## config.mk

```make
export PLATFORM = sky130hd
export DESIGN_NAME = dds_sequencer
export DESIGN_NICKNAME = d
export VERILOG_FILES = /design/src/rtl/dds_sequencer.sv
export SDC_FILE = /design/constraint.sdc
export NUM_CORES = 1
export LEC_CHECK = 0
export CAP_MARGIN = 40
export CORE_ASPECT_RATIO = 1.25
export CORE_UTILIZATION = 46
export DETAILED_ROUTE_END_ITERATION = 12
export PLACE_DENSITY = 0.76
export SYNTH_ARGS = -nofsm -noshare
export SYNTH_HDL_FRONTEND = slang
export SYNTH_SLANG_ARGS = --single-unit
export TNS_END_PERCENT = 30
```

## constraint.sdc

```tcl
create_clock -name clk -period 3.21 [get_ports clk]
set_input_delay 0.4815 -clock clk [delete_from_list [all_inputs] [get_ports clk]]
set_output_delay 0.4815 -clock clk [all_outputs]
set_load 0.005 [all_outputs]
```

## src/rtl/dds_sequencer.sv

```systemverilog
// dds_sequencer
// Phase-accumulator controller for a quarter-wave DDS datapath. It holds the
// frequency control word, divides the clock down to the sample rate and runs
// either free-running or for a counted burst. The phase is kept between runs.
//
// Ports:
//   clk, rst_n          clock (rising edge), asynchronous active-low reset
//   start, stop         begin a run from IDLE / end a run from RUN
//   burst_mode          1 = stop after burst_len samples (latched at start)
//   burst_len           samples per burst
//   div_in              sample period in clocks (0 behaves as 1)
//   fcw_in, fcw_load    new frequency control word and its capture strobe
//   phase_clr           zero the accumulator
//   phase_ofs           (only with DDS_PHASE_OFFSET_EN) phase offset added
//                       to the accumulator when forming the output fields
//   sign_bit            accumulator MSB (lower half-cycle)
//   phase_pose          accumulator MSB-1 (mirrored quarter)
//   addr                quarter-wave ROM address field
//   sample_valid        one-cycle pulse when the fields above are new
//   busy                high while running
//   done                one-cycle pulse when a run ends
//
// Build option: define DDS_PHASE_OFFSET_EN to add the phase_ofs input.
module dds_sequencer #(
  parameter int ACC_W  = 16,
  parameter int ADDR_W = 6,
  parameter int CNT_W  = 16,
  parameter int DIV_W  = 8
) (
  input  logic              clk,
  input  logic              rst_n,
  input  logic              start,
  input  logic              stop,
  input  logic              burst_mode,
  input  logic [CNT_W-1:0]  burst_len,
  input  logic [DIV_W-1:0]  div_in,
  input  logic [ACC_W-1:0]  fcw_in,
  input  logic              fcw_load,
  input  logic              phase_clr,
`ifdef DDS_PHASE_OFFSET_EN
  input  logic [ACC_W-1:0]  phase_ofs,
`endif
  output logic              sign_bit,
  output logic              phase_pose,
  output logic [ADDR_W-1:0] addr,
  output logic              sample_valid,
  output logic              busy,
  output logic              done
);

  typedef enum logic [1:0] {
    ST_IDLE = 2'd0,
    ST_RUN  = 2'd1,
    ST_DONE = 2'd2
  } state_t;

  state_t             r_state;
  state_t             w_state_nxt;
  logic [ACC_W-1:0]   r_acc;
  logic [ACC_W-1:0]   r_fcw_act;
  logic [ACC_W-1:0]   r_fcw_shadow;
  logic [DIV_W-1:0]   r_div_cnt;
  logic [CNT_W-1:0]   r_samp_cnt;
  logic               r_burst;
  logic               r_sign;
  logic               r_pose;
  logic [ADDR_W-1:0]  r_addr;
  logic               r_valid;
  logic               r_busy;
  logic               r_done;

  logic               w_tick;
  logic [DIV_W-1:0]   w_div_last;
  logic [CNT_W:0]     w_samp_nxt;
  logic               w_burst_end;
  logic [ACC_W-1:0]   w_phase;

  // Last divider count of a sample period; a period of 0 behaves as 1.
  assign w_div_last  = (div_in == {DIV_W{1'b0}}) ? {DIV_W{1'b0}}
                                                 : div_in - {{(DIV_W-1){1'b0}}, 1'b1};
  // One extra bit so the count never wraps before the compare.
  assign w_samp_nxt  = {1'b0, r_samp_cnt} + {{CNT_W{1'b0}}, 1'b1};
  assign w_burst_end = (w_samp_nxt == {1'b0, burst_len});

`ifdef DDS_PHASE_OFFSET_EN
  assign w_phase = r_acc + phase_ofs;
`else
  assign w_phase = r_acc;
`endif

  // Next-state logic and sample tick decode; stop pre-empts a coincident tick.
  always_comb begin
    w_state_nxt = r_state;
    w_tick      = 1'b0;
    case (r_state)
      ST_IDLE: begin
        if (start) begin
          if (burst_mode && (burst_len == {CNT_W{1'b0}})) begin
            w_state_nxt = ST_DONE;
          end else begin
            w_state_nxt = ST_RUN;
          end
        end else begin
          w_state_nxt = ST_IDLE;
        end
      end
      ST_RUN: begin
        if (stop) begin
          w_state_nxt = ST_DONE;
        end else if (r_div_cnt == {DIV_W{1'b0}}) begin
          w_tick = 1'b1;
          if (r_burst && w_burst_end) begin
            w_state_nxt = ST_DONE;
          end else begin
            w_state_nxt = ST_RUN;
          end
        end else begin
          w_state_nxt = ST_RUN;
        end
      end
      ST_DONE: w_state_nxt = ST_IDLE;
      default: w_state_nxt = ST_IDLE;
    endcase
  end

  // State register and registered status outputs.
  always_ff @(posedge clk or negedge rst_n) begin
    if (!rst_n) begin
      r_state <= ST_IDLE;
      r_busy  <= 1'b0;
      r_done  <= 1'b0;
      r_valid <= 1'b0;
    end else begin
      r_state <= w_state_nxt;
      r_busy  <= (w_state_nxt == ST_RUN);
      r_done  <= (w_state_nxt == ST_DONE);
      r_valid <= w_tick;
    end
  end

  // Divider, sample counter and burst-mode latch.
  always_ff @(posedge clk or negedge rst_n) begin
    if (!rst_n) begin
      r_div_cnt  <= {DIV_W{1'b0}};
      r_samp_cnt <= {CNT_W{1'b0}};
      r_burst    <= 1'b0;
    end else if (r_state == ST_IDLE) begin
      if (start) begin
        r_div_cnt  <= {DIV_W{1'b0}};
        r_samp_cnt <= {CNT_W{1'b0}};
        r_burst    <= burst_mode;
      end
    end else if (r_state == ST_RUN) begin
      r_div_cnt <= (r_div_cnt >= w_div_last) ? {DIV_W{1'b0}}
                                             : r_div_cnt + {{(DIV_W-1){1'b0}}, 1'b1};
      if (w_tick) begin
        r_samp_cnt <= w_samp_nxt[CNT_W-1:0];
      end
    end
  end

  // FCW shadow/active registers; a run only switches frequency on a tick so
  // the add on that tick still uses the previous word.
  always_ff @(posedge clk or negedge rst_n) begin
    if (!rst_n) begin
      r_fcw_act    <= {ACC_W{1'b0}};
      r_fcw_shadow <= {ACC_W{1'b0}};
    end else begin
      if (fcw_load) begin
        r_fcw_shadow <= fcw_in;
      end
      if ((r_state == ST_IDLE) && fcw_load) begin
        r_fcw_act <= fcw_in;
      end else if (w_tick) begin
        r_fcw_act <= fcw_load ? fcw_in : r_fcw_shadow;
      end
    end
  end

  // Phase accumulator; a clear wins over a coincident add.
  always_ff @(posedge clk or negedge rst_n) begin
    if (!rst_n) begin
      r_acc <= {ACC_W{1'b0}};
    end else if (phase_clr) begin
      r_acc <= {ACC_W{1'b0}};
    end else if (w_tick) begin
      r_acc <= r_acc + r_fcw_act;
    end
  end

  // Output fields captured from the pre-add phase on each tick.
  always_ff @(posedge clk or negedge rst_n) begin
    if (!rst_n) begin
      r_sign <= 1'b0;
      r_pose <= 1'b0;
      r_addr <= {ADDR_W{1'b0}};
    end else if (w_tick) begin
      r_sign <= w_phase[ACC_W-1];
      r_pose <= w_phase[ACC_W-2];
      r_addr <= w_phase[ACC_W-3 -: ADDR_W];
    end
  end

  assign sign_bit     = r_sign;
  assign phase_pose   = r_pose;
  assign addr         = r_addr;
  assign sample_valid = r_valid;
  assign busy         = r_busy;
  assign done         = r_done;

endmodule
```

# After elaboration in Yosys (flattened, before gate mapping)
# Cells that the tools add are included.
totals:
  memories: 0
  in_bits: 47
  latchBits: 0
  out_inout_bits: 11
  romBits: 0
  mem_bits_rw: 0
  ff_bits: 86
classes:
  bitwise_logic: 0
  n_shift: 0
  mux: 23
  eq_ne: 5
  add_sub_neg: 4
  div: 0
  n_reduce_logical: 14
  multipliers: 0
  n_lt_le_gt_ge: 1
op_table:
  columns: ["cell", "count"]
  rows:
  - ["$mux W16", 9]
  - ["$mux W8", 5]
  - ["$add A16 B1 Y17 const B", 1]
  - ["$eq A17 B16 Y1", 1]
  - ["$add A16 B16 Y16", 1]
  - ["$logic_not A16 Y1", 1]
  - ["$logic_not A8 Y1", 2]
  - ["$mux W2", 5]
  - ["$add A8 B1 Y8 const B", 1]
  - ["$ge A8 B8 Y1", 1]
  - ["$reduce_bool A2 Y1", 4]
  - ["$sub A8 B1 Y8 const B", 1]
  - ["$eq A2 B1 Y1 const B", 2]
  - ["$pmux W2 S2", 1]
  - ["$reduce_and A2 Y1", 2]
  - ["$logic_and A1 B1 Y1", 3]
  - ["$mux W1", 3]
  - ["$reduce_and A3 Y1", 1]
  - ["$eq A2 B2 Y1 const B", 1]
  - ["$logic_not A2 Y1", 1]
  - ["$ne A2 B2 Y1 const B", 1]

# Logic depth before layout (Yosys ltp)
# Gate-level depths: netlist of run 1.
logic_depth:
  depth_word: 8
  mapped_depth: 15

# Least setup slack after synthesis of run 1
# Ideal clock, no wire load.
synth_path:
  path_type: "input to register"
  from: "input port div_in[5]"
  to: "register r_div_cnt[6]"
  required_ns: 3.128
  setup_ns: 0.082
  setup_slack_ns: -0.134
  arrival_ns: 3.262
  stages: 14
  cell_sequence: "nor4_1 -> nand2_1 -> or3_1 -> and2_1 -> ha_1 -> nand2b_1 -> a21o_1 -> a21o_1 -> a211oi_1 -> o21bai_1 -> a31oi_1 -> buf_2 -> a41oi_1 -> a31oi_1"
synth_between:
  elab_chain_len: 6
  word_cells_on_any_way: 7
  cone_classes: "add/sub: 1; order compare: 1; mux: 4; reduce/logical: 1"
synth_lines:
  columns: ["element", "line_no", "source"]
  rows:
  - ["from (decl)", "36", "input logic [DIV_W-1:0] div_in,"]
  - ["$sub A8 B1 Y8 or $logic_not A8 Y1 (tied branches)", "80, 79", null]
  - ["$mux W8 (*)", "79", "assign w_div_last = (div_in == {DIV_W{1'b0}}) ? {DIV_W{1'b0}}"]
  - ["$ge A8 B8 Y1 (*)", "154", "r_div_cnt <= (r_div_cnt >= w_div_last) ? {DIV_W{1'b0}}"]
  - ["$mux W8 (*)", "154", null]
  - ["$mux W8 (*)", "153", "end else if (r_state == ST_RUN) begin"]
  - ["$mux W8 (*)", "147", "end else if (r_state == ST_IDLE) begin"]
  - ["to (signal assigned)", "144", "r_div_cnt <= {DIV_W{1'b0}};"]
  - ["to (signal assigned)", "149", "r_div_cnt <= {DIV_W{1'b0}};"]
  - ["to (signal assigned)", "154", null]
  - ["to (decl)", "62", "logic [DIV_W-1:0] r_div_cnt;"]
# Every way passes the cells marked *; elsewhere a longest branch is shown, timed or not. The select of a mux whose other input is x is not followed.
# A chain may end at the register's enable or synchronous reset.

# Worst setup path in the final report of run 1
layout_path:
  from: "input port div_in[0]"
  to: "register r_div_cnt[2]"
# The elaborated chain is that of the path after synthesis.

==> summary.txt, run 1 <==
Timing
  • Max Transition Viols Final: 0
  • Actual slew at the worst max-slew pin: 0.616 ns
  • Clk_skew: 0.00667 ns
  • Period utilization: 95.3%
  • Crit path time final: 3.06 ns
  • Final worst slack: 0.150 ns
  • Final Hold Viols: 0
  • Max frequency: 0.327 GHz
  • Setup violators final: 0
  • Setup TNS: 0 ns
  • Slew Limit Headroom: 57.8%

Final layout
  • Final Cell Area: 0.00615 sq mm
  • Layout Utilization: 58.2%
  • Diode count: 0
  • Share of layout cells above drive strength 1: 15.1%
  • Final #Nets: 680
  • Synthesis-to-layout area growth: 23.6%

Setup path
  • Setup CP Type: in -> reg
  • R2R setup slack: 0.29 ns
  • Required @ worst endpoint: 3.45 ns
  • Crit-path max FO: 6
  • CP startpoint kind: input port
  • Crit path capture type: flip-flop
  • Worst Path Arrival: 3.30 ns

GRT
  • Initial antenna violation count: 0
  • Grt total ovfl: 0
  • Largest net degree at the start of global routing: 46
  • GRT Total Usage: 21.6%
  • First-pass GRT wire length: 19.1 mm
  • Vias in the first global route: 4189

Synthesis
  • Netlist Area Pre-Place: 0.00497 sq mm
  • Synth Register Bits: 86
  • Cell type with the largest total area after synthesis: dfrtp_1
  • Leading cell type by number of instances after synthesis: nand2_1
  • Post-synth ARST share: 100%
  • Seq/Total Area, Yosys: 43.3%
  • Top post-synthesis cells by count: 103 x nand2_1, 86 x dfrtp_1, 36 x a21oi_1
  • Post-synth cell types: 54
  • Syn Inst Count: 529
  • Yosys warns: 0
  • Synth Area per Inst: 9.40 sq um
  • Share of the synthesized area in the top cell type: 43.3%
  • Number of flops mapped to enable cells by yosys: 0
  • Dominant synthesized flop cell: dfrtp_1
  • Syn nets: 604
  • Area contributors post-synth: dfrtp_1 43%, nand2_1 7.8%, mux2_2 7.5%

Clock tree
  • Clock latency on the worst-skew pair: 0.33 ns
  • CTS Buffer Depth: 2
  • CTS Buf Count: 9
  • CTS tree: yes
  • Clock Sink Count: 86
  • Hold buffers post-CTS: 0
  • Clock transition at the registers of the reported paths: 0.06 ns
  • Root Buffer: clkbuf_16
  • Htree depth: 3

Power
  • Lkg Pwr: 2.71 nW
  • Clock power share: 26.6%
  • Peak VDD IR: 329 uV
  • Comb power frac: 34.5%
  • Pint: 2.56 mW
  • Seq pwr share: 38.9%
  • Pwr dens: 614 mW/mm^2
  • Sw frac: 32.1%
  • Psw: 1.21 mW

Placement
  • Post-DP HPWL: 8.04 mm
  • IO Port Bufs: 57
  • Pre-CTS setup slack: -0.670 ns
  • Dpl cell area: 0.00578 sq mm
  • GP Congestion: 0.897

Detailed routing
  • Drt drc: 0
  • Antenna viol nets, final: 0
  • Routed WL: 11.2 mm
  • DR vias/cell: 5.57
  • Vias: 4128
  • Routed WL per cell: 15.1 microns
  • DR iter-0 viols: 243
  • Drt pass-1 iters: 4

Floorplan
  • Die area: 0.0112 sq mm
  • IO Count: 58
  • Initial Util: 47.1%
  • Die W: 95.0 microns
  • Die Ht: 118 microns
  • Std-Cell Rows: 42
  • Core area: 0.0106 sq mm

Run status
  • Status: complete, no violations

Run
  • Max-cap viol count: 0

Hold path
  • Path type of the worst min-delay path: in -> async
[cell type report]
cell class                      count  area [sq um]
Inverter                           13          48.8
Fill cell                         927          4410
Timing Repair Buffer               83           766
Clock buffer                       14           254
Multi-Input combinational cell    412          2740
Clock inverter                      1          30.0
Sequential cell                    86          2150
Tap cell                          132           165
[per-stage QoR]
step	hold WS, ns	instances	total power, mW
after detailed placement	0.473	717	2.77
after global placement	0.478	716	2.70
after floorplan	0.186	529	2.36
final	0.148	741	3.78
after CTS	0.157	740	3.81
after global routing	0.179	741	4.04
[layer usage]
layer / wire (microns) / part of all wire [%] / track usage, %
met1: 4750 / 43 / 26.0
met5: 0 / 0 / 0
met3: 428 / 3.8 / 4.31
met2: 5750 / 51 / 37.4
met4: 240 / 2.1 / 7.67
[flip-flops by register name, indices dropped and copies added (netlist names), 2 cells and up]
register      flops
addr              6
r_fcw_act        16
r_fcw_shadow     16
r_div_cnt         8
r_state           2
r_acc            16
r_samp_cnt       16
[layout by cell type (no fill, tap or decap), types with 10 or more instances in the layout]
| cell | Yosys | final |
|---|---|---|
| nand2_1 | 103 | 102 |
| ha_1 | 27 | 26 |
| inv_1 | 12 | 10 |
| nand3_1 | 19 | 19 |
| buf_4 | 1 | 26 |
| clkdlybuf4s50_1 | 0 | 50 |
| xor2_1 | 16 | 16 |
| a21oi_1 | 36 | 36 |
| o21ai_0 | 35 | 35 |
| mux2_2 | 33 | 33 |
| nor2_1 | 26 | 26 |
| dfrtp_1 | 86 | 86 |
| xnor2_1 | 23 | 23 |
[what timing repair did]
| action | CTS | global route |
|---|---|---|
| setup endpoints to repair | 8 | 7 |
| setup buffers | 8 | 1 |
| gates resized for setup | 14 | 8 |
| gates cloned | 0 | 0 |
| pin swaps | 9 | 8 |
[critical path, cell delays in order]
cell	delay, ns
dlygate4sd2_1	0.26
inv_2	0.07
ha_2	0.19
nand2_2	0.06
or3_4	0.35
and2_4	0.16
ha_1	0.25
nand2b_1	0.14
a21o_1	0.17
a21o_1	0.19
a211oi_2	0.22
o21bai_1	0.11
a31oi_2	0.21
buf_4	0.20
a21oi_1	0.08
a31oi_1	0.17
[kinds of logic after synthesis]
| family | after synthesis | share of synthesized area, % |
|---|---|---|
| AO/OA/AOI/OAI | 113 | 13.7 |
| adder cells (fa/ha/maj) | 28 | 7.19 |
| flip-flops | 86 | 43.3 |
| AND/OR/NAND/NOR | 199 | 18.9 |
| XOR/XNOR | 39 | 6.87 |
| buffers and inverters | 31 | 2.69 |
| multiplexers | 33 | 7.47 |
[power groups by stage]
stage | Sequential, mW | Combinational, mW | Clock, mW
after floorplan | 1.43 | 0.925 | 0
after global placement | 1.48 | 1.22 | 0
after detailed placement | 1.49 | 1.28 | 0
after CTS | 1.47 | 1.31 | 1.03
after global routing | 1.50 | 1.47 | 1.08
final | 1.47 | 1.30 | 1.00
[path summary, 6_finish.rpt]
| check | from | to | depth (start not counted) |
|---|---|---|---|
| max | div_in[0] | r_div_cnt[2] | 16 |
| min | rst_n | r_fcw_shadow[9] | 1 |
| max reg2reg | r_acc[0] | r_acc[14] | 10 |
| min reg2reg | phase_pose | phase_pose | 2 |
| max in group asynchronous | rst_n | r_fcw_act[2] | 2 |
| min in group clk | phase_pose | phase_pose | 2 |
(Power assumes the default switching activity.)
==> run 2, diff against run 1 <==
--- a/config.mk
+++ b/config.mk
@@ -7,9 +7,10 @@
 export LEC_CHECK = 0
 export CAP_MARGIN = 40
 export CORE_ASPECT_RATIO = 1.25
-export CORE_UTILIZATION = 46
+export CORE_UTILIZATION = 55
+export CTS_BUF_LIST = sky130_fd_sc_hd__clkbuf_16
 export DETAILED_ROUTE_END_ITERATION = 12
-export PLACE_DENSITY = 0.76
+export PLACE_DENSITY = 0.87
 export SYNTH_ARGS = -nofsm -noshare
 export SYNTH_HDL_FRONTEND = slang
 export SYNTH_SLANG_ARGS = --single-unit
==> run 2 against run 1 <==
Compared with the run above:
- flip-flop and latch count unchanged
- first-iteration DRC count increased by 7.4%
- critical path depth is 1 lower
- critical path type unchanged
- global-route usage up 4.3 points
- cell area down 0.33%
- combinational power hardly changed
- wire length is 2.3% higher
- count of clock-buffer cells in the layout decreased by 5
- sequential power hardly changed
- clock skew about the same
- clock power is 10% higher
- critical endpoint is now r_div_cnt[6]
==> summary.txt, run 2 (synthesis gave the netlist of run 1 again) <==
GRT
  • GRT Total Usage: 25.8%
  • Largest net degree at the start of global routing: 58
  • Vias in the first global route: 4288
  • Initial antenna violation count: 0
  • Grt total ovfl: 0
  • First-pass GRT wire length: 18.8 mm

Hold path
  • Path type of the worst min-delay path: in -> async

Final layout
  • Synthesis-to-layout area growth: 23.2%
  • Final Cell Area: 0.00613 sq mm
  • Share of layout cells above drive strength 1: 13.9%
  • Final #Nets: 675
  • Cell Count, Final, Fillers Out: 725
  • Diode count: 0
  • Commonest cells after routing, fill and taps aside: 103 x nand2_1, 86 x dfrtp_1, 50 x clkdlybuf4s50_1
  • Commonest non-fill, non-tap cell in the layout: nand2_1

Floorplan
  • Die W: 87.1 microns
  • Die Ht: 108 microns
  • Core area: 0.00875 sq mm
  • Die area: 0.00943 sq mm
  • Std-Cell Rows: 38
  • IO Count: 58
  • Initial Util: 56.9%

Placement
  • DP Cell Count: 705
  • Post-DP HPWL: 8.12 mm
  • IO Port Bufs: 57
  • Dpl cell area: 0.00577 sq mm
  • GP Congestion: 0.906

Setup path
  • Crit-path leading delay family: simple AND/OR/NAND/NOR gates
  • CP cell instances: dlygate4sd2_1 -> nor4_2 -> nand2_1 -> or3_4 -> and2_4 -> ha_1 -> nand2b_1 -> a21o_1 -> a21o_1 -> a211oi_2 -> o21bai_1 -> a31oi_2 -> buf_6 -> a41oi_2 -> a31oi_1
  • R2R setup slack: 0.29 ns
  • Crit-path max cell delay: 0.35 ns
  • Crit path capture type: flip-flop
  • Worst Path Arrival: 3.34 ns
  • Required @ worst endpoint: 3.48 ns
  • Levels on crit path: 15
  • Setup CP Type: in -> reg
  • Crit-path max FO: 8
  • Worst reg2reg path depth: 10
  • CP startpoint kind: input port
  • Most used cell, CP: a21o_1
  • Worst path slowest cell: or3_4
  • Crit path buffers/inverters: 2

Detailed routing
  • DR iter-0 viols: 261
  • Top sig layer: met4
  • Drt drc: 0
  • Vias: 4248
  • Met2 WL: 6.11 mm
  • DRT met1 WL: 4.58 mm
  • Drt pass-1 iters: 5
  • Routed WL per cell: 15.8 microns
  • Routed WL: 11.4 mm
  • Antenna viol nets, final: 0
  • DR vias/cell: 5.86
  • Metal3 WL: 516 microns

Power
  • Peak VDD IR: 492 uV
  • Sw frac: 32.7%
  • Seq pwr share: 37.8%
  • Pint: 2.61 mW
  • Comb power frac: 33.8%
  • Psw: 1.27 mW
  • Clock power share: 28.4%
  • Pwr dens: 633 mW/mm^2
  • Lkg Pwr: 2.71 nW

Timing
  • Crit path time final: 3.07 ns
  • Final Hold Viols: 0
  • Period utilization: 95.7%
  • Setup violators final: 0
  • Slew Limit Headroom: 56.0%
  • Actual slew at the worst max-slew pin: 0.643 ns
  • Clk_skew: 0.00665 ns
  • Max frequency: 0.325 GHz
  • Max Transition Viols Final: 0

Run status
  • Status: complete, no violations

Clock tree
  • Clock Sink Count: 86
  • CTS tree: yes
  • CTS Buffer Depth: 2
  • Clock latency on the worst-skew pair: 0.34 ns
  • CTS Buf Count: 9
  • Root Buffer: clkbuf_16
  • Htree depth: 3
  • Clock transition at the registers of the reported paths: 0.06 ns

Run
  • Max-cap viol count: 0
-- run 2: through the flow --
stage / worst slack [ns] / hold slack [ns] / power, mW / util [%] / setup TNS (ns)
2_1_floorplan: 0.0421 / 0.186 / 2.36 / - / 0
6_report: 0.137 / 0.0656 / 3.88 / 70.1 / 0
5_1_grt: -0.0156 / 0.0848 / 4.11 / 70.1 / -0.0156
3_3_place_gp: -0.357 / 0.467 / 2.69 / 65.6 / -2.29
3_5_place_dp: -0.519 / 0.438 / 2.78 / 65.9 / -3.57
4_1_cts: 0.0221 / 0.0689 / 3.89 / 69.9 / 0
-- run 2: timing repair --
item	CTS	global route
endpoints found under the setup margin	8	6
resized for setup	9	3
buffers inserted	3	1
hold buffers	0	0
cloned	0	0
pin swaps	8	7
-- run 2: worst paths after layout --
kind                            from              end
max reg2reg                 r_acc[0]        r_acc[14]
min reg2reg                  addr[3]          addr[3]
max in group asynchronous      rst_n  r_fcw_shadow[2]
min in group clk             addr[3]          addr[3]
min                            rst_n         r_acc[9]
max                        div_in[5]     r_div_cnt[6]
-- run 2: cell type report --
cell class                 count  area, sq um
multi-input combinational    412         2720
fill                         677         2620
sequential                    86         2150
timing repair buffer          78          742
clock buffer                   9          225
tap                          120          150
clock inverter                 7         88.8
inverter                      13         48.8
-- run 2: power groups by stage --
stage                     Clock, mW  Combinational, mW  Sequential, mW
after floorplan                   0              0.925            1.43
after global placement            0               1.22            1.47
after detailed placement          0               1.29            1.49
after CTS                      1.12               1.31            1.47
after global routing           1.16               1.46            1.49
final                          1.10               1.31            1.47
-- run 2: layer usage --
metal,up-vias,track usage [%]
met1,2090,29.0
met3,25,5.88
met5,-,0
met2,129,46.7
li1,2004,-
met4,0,10.7
==> run 3, diff against run 2 <==
==> constraint.sdc (replaced) <==
create_clock -name clk -period 3.7 [get_ports clk]
set_input_delay 0.555 -clock clk [delete_from_list [all_inputs] [get_ports clk]]
set_output_delay 0.555 -clock clk [all_outputs]
set_load 0.005 [all_outputs]
==> run 3 against run 2 <==
Compared with the run above:
- combinational power shrank 12%
- register-to-register slack gained 0.47 ns
- utilization shrank 0.20 points
- sequential share of layout area grew 0.10 points
- flip-flop and latch count is the same
- count of clock-buffer cells in the layout is the same
- critical path depth is the same
- wire length grew 2.7%
- non-clock buffer count shrank 6
- first-iteration DRC count grew 33%
==> summary.txt, run 3 (synthesis gave the netlist of run 1 again) <==
Run status
  • Status: complete, no violations

Setup path
  • Worst Path Arrival: 3.77 ns
  • Most used cell, CP: a21o_1
  • CP startpoint kind: input port
  • R2R setup slack: 0.76 ns
  • Crit-path leading delay family: compound AO/OA/AOI/OAI gates
  • Setup CP Type: in -> reg
  • CP cell instances: clkdlybuf4s50_1 -> nor4_4 -> nand2_1 -> or3_1 -> and2_1 -> ha_1 -> nand2b_1 -> a21o_1 -> a21o_1 -> a211oi_1 -> o21bai_1 -> a31oi_2 -> buf_6 -> a41oi_1 -> a31oi_1
  • Crit path buffers/inverters: 2
  • Crit-path max cell delay: 0.47 ns
  • Required @ worst endpoint: 3.96 ns
  • Crit-path max FO: 7
  • Worst path slowest cell: clkdlybuf4s50_1
  • Crit path capture type: flip-flop

Placement
  • Pre-CTS setup slack: -0.226 ns
  • IO Port Bufs: 57
  • GP Congestion: 0.901
  • Post-DP HPWL: 8.10 mm
  • DP Cell Count: 701

Final layout
  • Final #Nets: 669
  • Commonest non-fill, non-tap cell in the layout: nand2_1
  • Synthesis-to-layout area growth: 22.9%
  • Commonest cells after routing, fill and taps aside: 103 x nand2_1, 86 x dfrtp_1, 55 x clkdlybuf4s50_1
  • Cell Count, Final, Fillers Out: 719
  • Diode count: 0
  • Share of layout cells above drive strength 1: 12.0%

Detailed routing
  • Antenna viol nets, final: 0
  • Drt drc: 0
  • DR iter-0 viols: 346
  • Routed WL: 11.7 mm
  • Routed WL per cell: 16.3 microns
  • Vias: 4192
  • DR vias/cell: 5.83
  • Drt pass-1 iters: 5

Power
  • Peak VDD IR: 434 uV
  • Pwr dens: 565 mW/mm^2
  • Lkg Pwr: 2.70 nW
  • Total power: 3.45 mW

Floorplan
  • Core area: 0.00875 sq mm
  • Std-Cell Rows: 38
  • Die Ht: 108 microns
  • Initial Util: 56.9%
  • Die W: 87.1 microns
  • Die area: 0.00943 sq mm
  • IO Count: 58

Clock tree
  • Clock latency on the worst-skew pair: 0.34 ns
  • Clock Sink Count: 86
  • Clock transition at the registers of the reported paths: 0.06 ns
  • Htree depth: 3
  • Post-CTS Repair Setup Buffers: 0
  • CTS tree: yes
  • CTS Buffer Depth: 2
  • Root Buffer: clkbuf_16
  • CTS Buf Count: 9

Timing
  • Final worst slack: 0.181 ns
  • Slew Limit Headroom: 41.1%
  • Final Hold Viols: 0
  • RSZ-0062 raised after global routing: no
  • Crit path time final: 3.52 ns
  • Setup violators final: 0
  • Max Transition Viols Final: 0
  • Setup TNS: 0 ns
  • Period utilization: 95.1%
  • Actual slew at the worst max-slew pin: 0.881 ns
  • Clk_skew: 0.00946 ns
  • Max frequency: 0.284 GHz

GRT
  • First-pass GRT wire length: 19.5 mm
  • GRT Total Usage: 26.7%
  • Grt total ovfl: 0
  • Largest net degree at the start of global routing: 44
  • Initial antenna violation count: 0
  • Vias in the first global route: 4305

Hold path
  • Path type of the worst min-delay path: reg -> reg

Run
  • Max-cap viol count: 0
## run 3: changes by cell type in the layout (fill, tap and decap cells not counted), sizes merged
cell           previous run  this run
bufinv                    2         3
dlygate4sd3               0         1
dlygate4sd2               6         0
inv                      13        15
dlymetal6s2s              0         1
clkinvlp                  1         0
clkdlybuf4s50            50        55
clkinv                    4         2
buf                      22        15
## run 3: path summary, 6_finish.rpt
path | startpoint | end | depth (start not counted)
setup / recovery | div_in[4] | r_div_cnt[6] | 15
hold / removal | addr[2] | addr[2] | 2
setup reg to reg | r_acc[0] | r_acc[14] | 10
hold reg to reg | addr[2] | addr[2] | 2
max in group asynchronous | rst_n | r_samp_cnt[8] | 3
min in group asynchronous | rst_n | r_fcw_shadow[9] | 2
## run 3: cell type report
class / instances / area (sq um)
Timing Repair Buffer: 72 / 712
Fill cell: 688 / 2640
Inverter: 13 / 48.8
Tap cell: 120 / 150
Clock inverter: 7 / 115
Sequential cell: 86 / 2150
Clock buffer: 9 / 225
Multi-Input combinational cell: 412 / 2710
## run 3: what timing repair did
action,in CTS,in global routing
endpoints found under the hold margin,1,0
resized for setup,0,7
hold buffers,1,0
setup endpoints to repair,0,8
## run 3: per-layer routing
metal / vias up / GRT usage, % / wire length, microns
li1: 2001 / - / -
met1: 2033 / 30.5 / 4830
met2: 126 / 48.0 / 6150
met3: 32 / 5.65 / 481
met4: 0 / 11.2 / 271
met5: - / 0 / 0
## run 3: power by group
part | total, mW | internal, mW | switching (mW)
Clock | 1.02 | 0.657 | 0.366
Sequential | 1.27 | 1.13 | 0.145
Combinational | 1.15 | 0.551 | 0.603
## run 3: through the flow
step	cell area [sq um]	util (%)	hold WS (ns)
2_1_floorplan	4970	-	0.259
3_3_place_gp	5690	65.0	0.465
3_5_place_dp	5730	65.5	0.360
4_1_cts	6080	69.5	0.490
5_1_grt	6110	69.9	0.511
6_report	6110	69.9	0.481
## run 3: tightest hold or removal path: cells and delay by family (launching register included)
family	cells	cell delay, ns
DFF	1	0.34
and+or+nand+nor	2	0.12
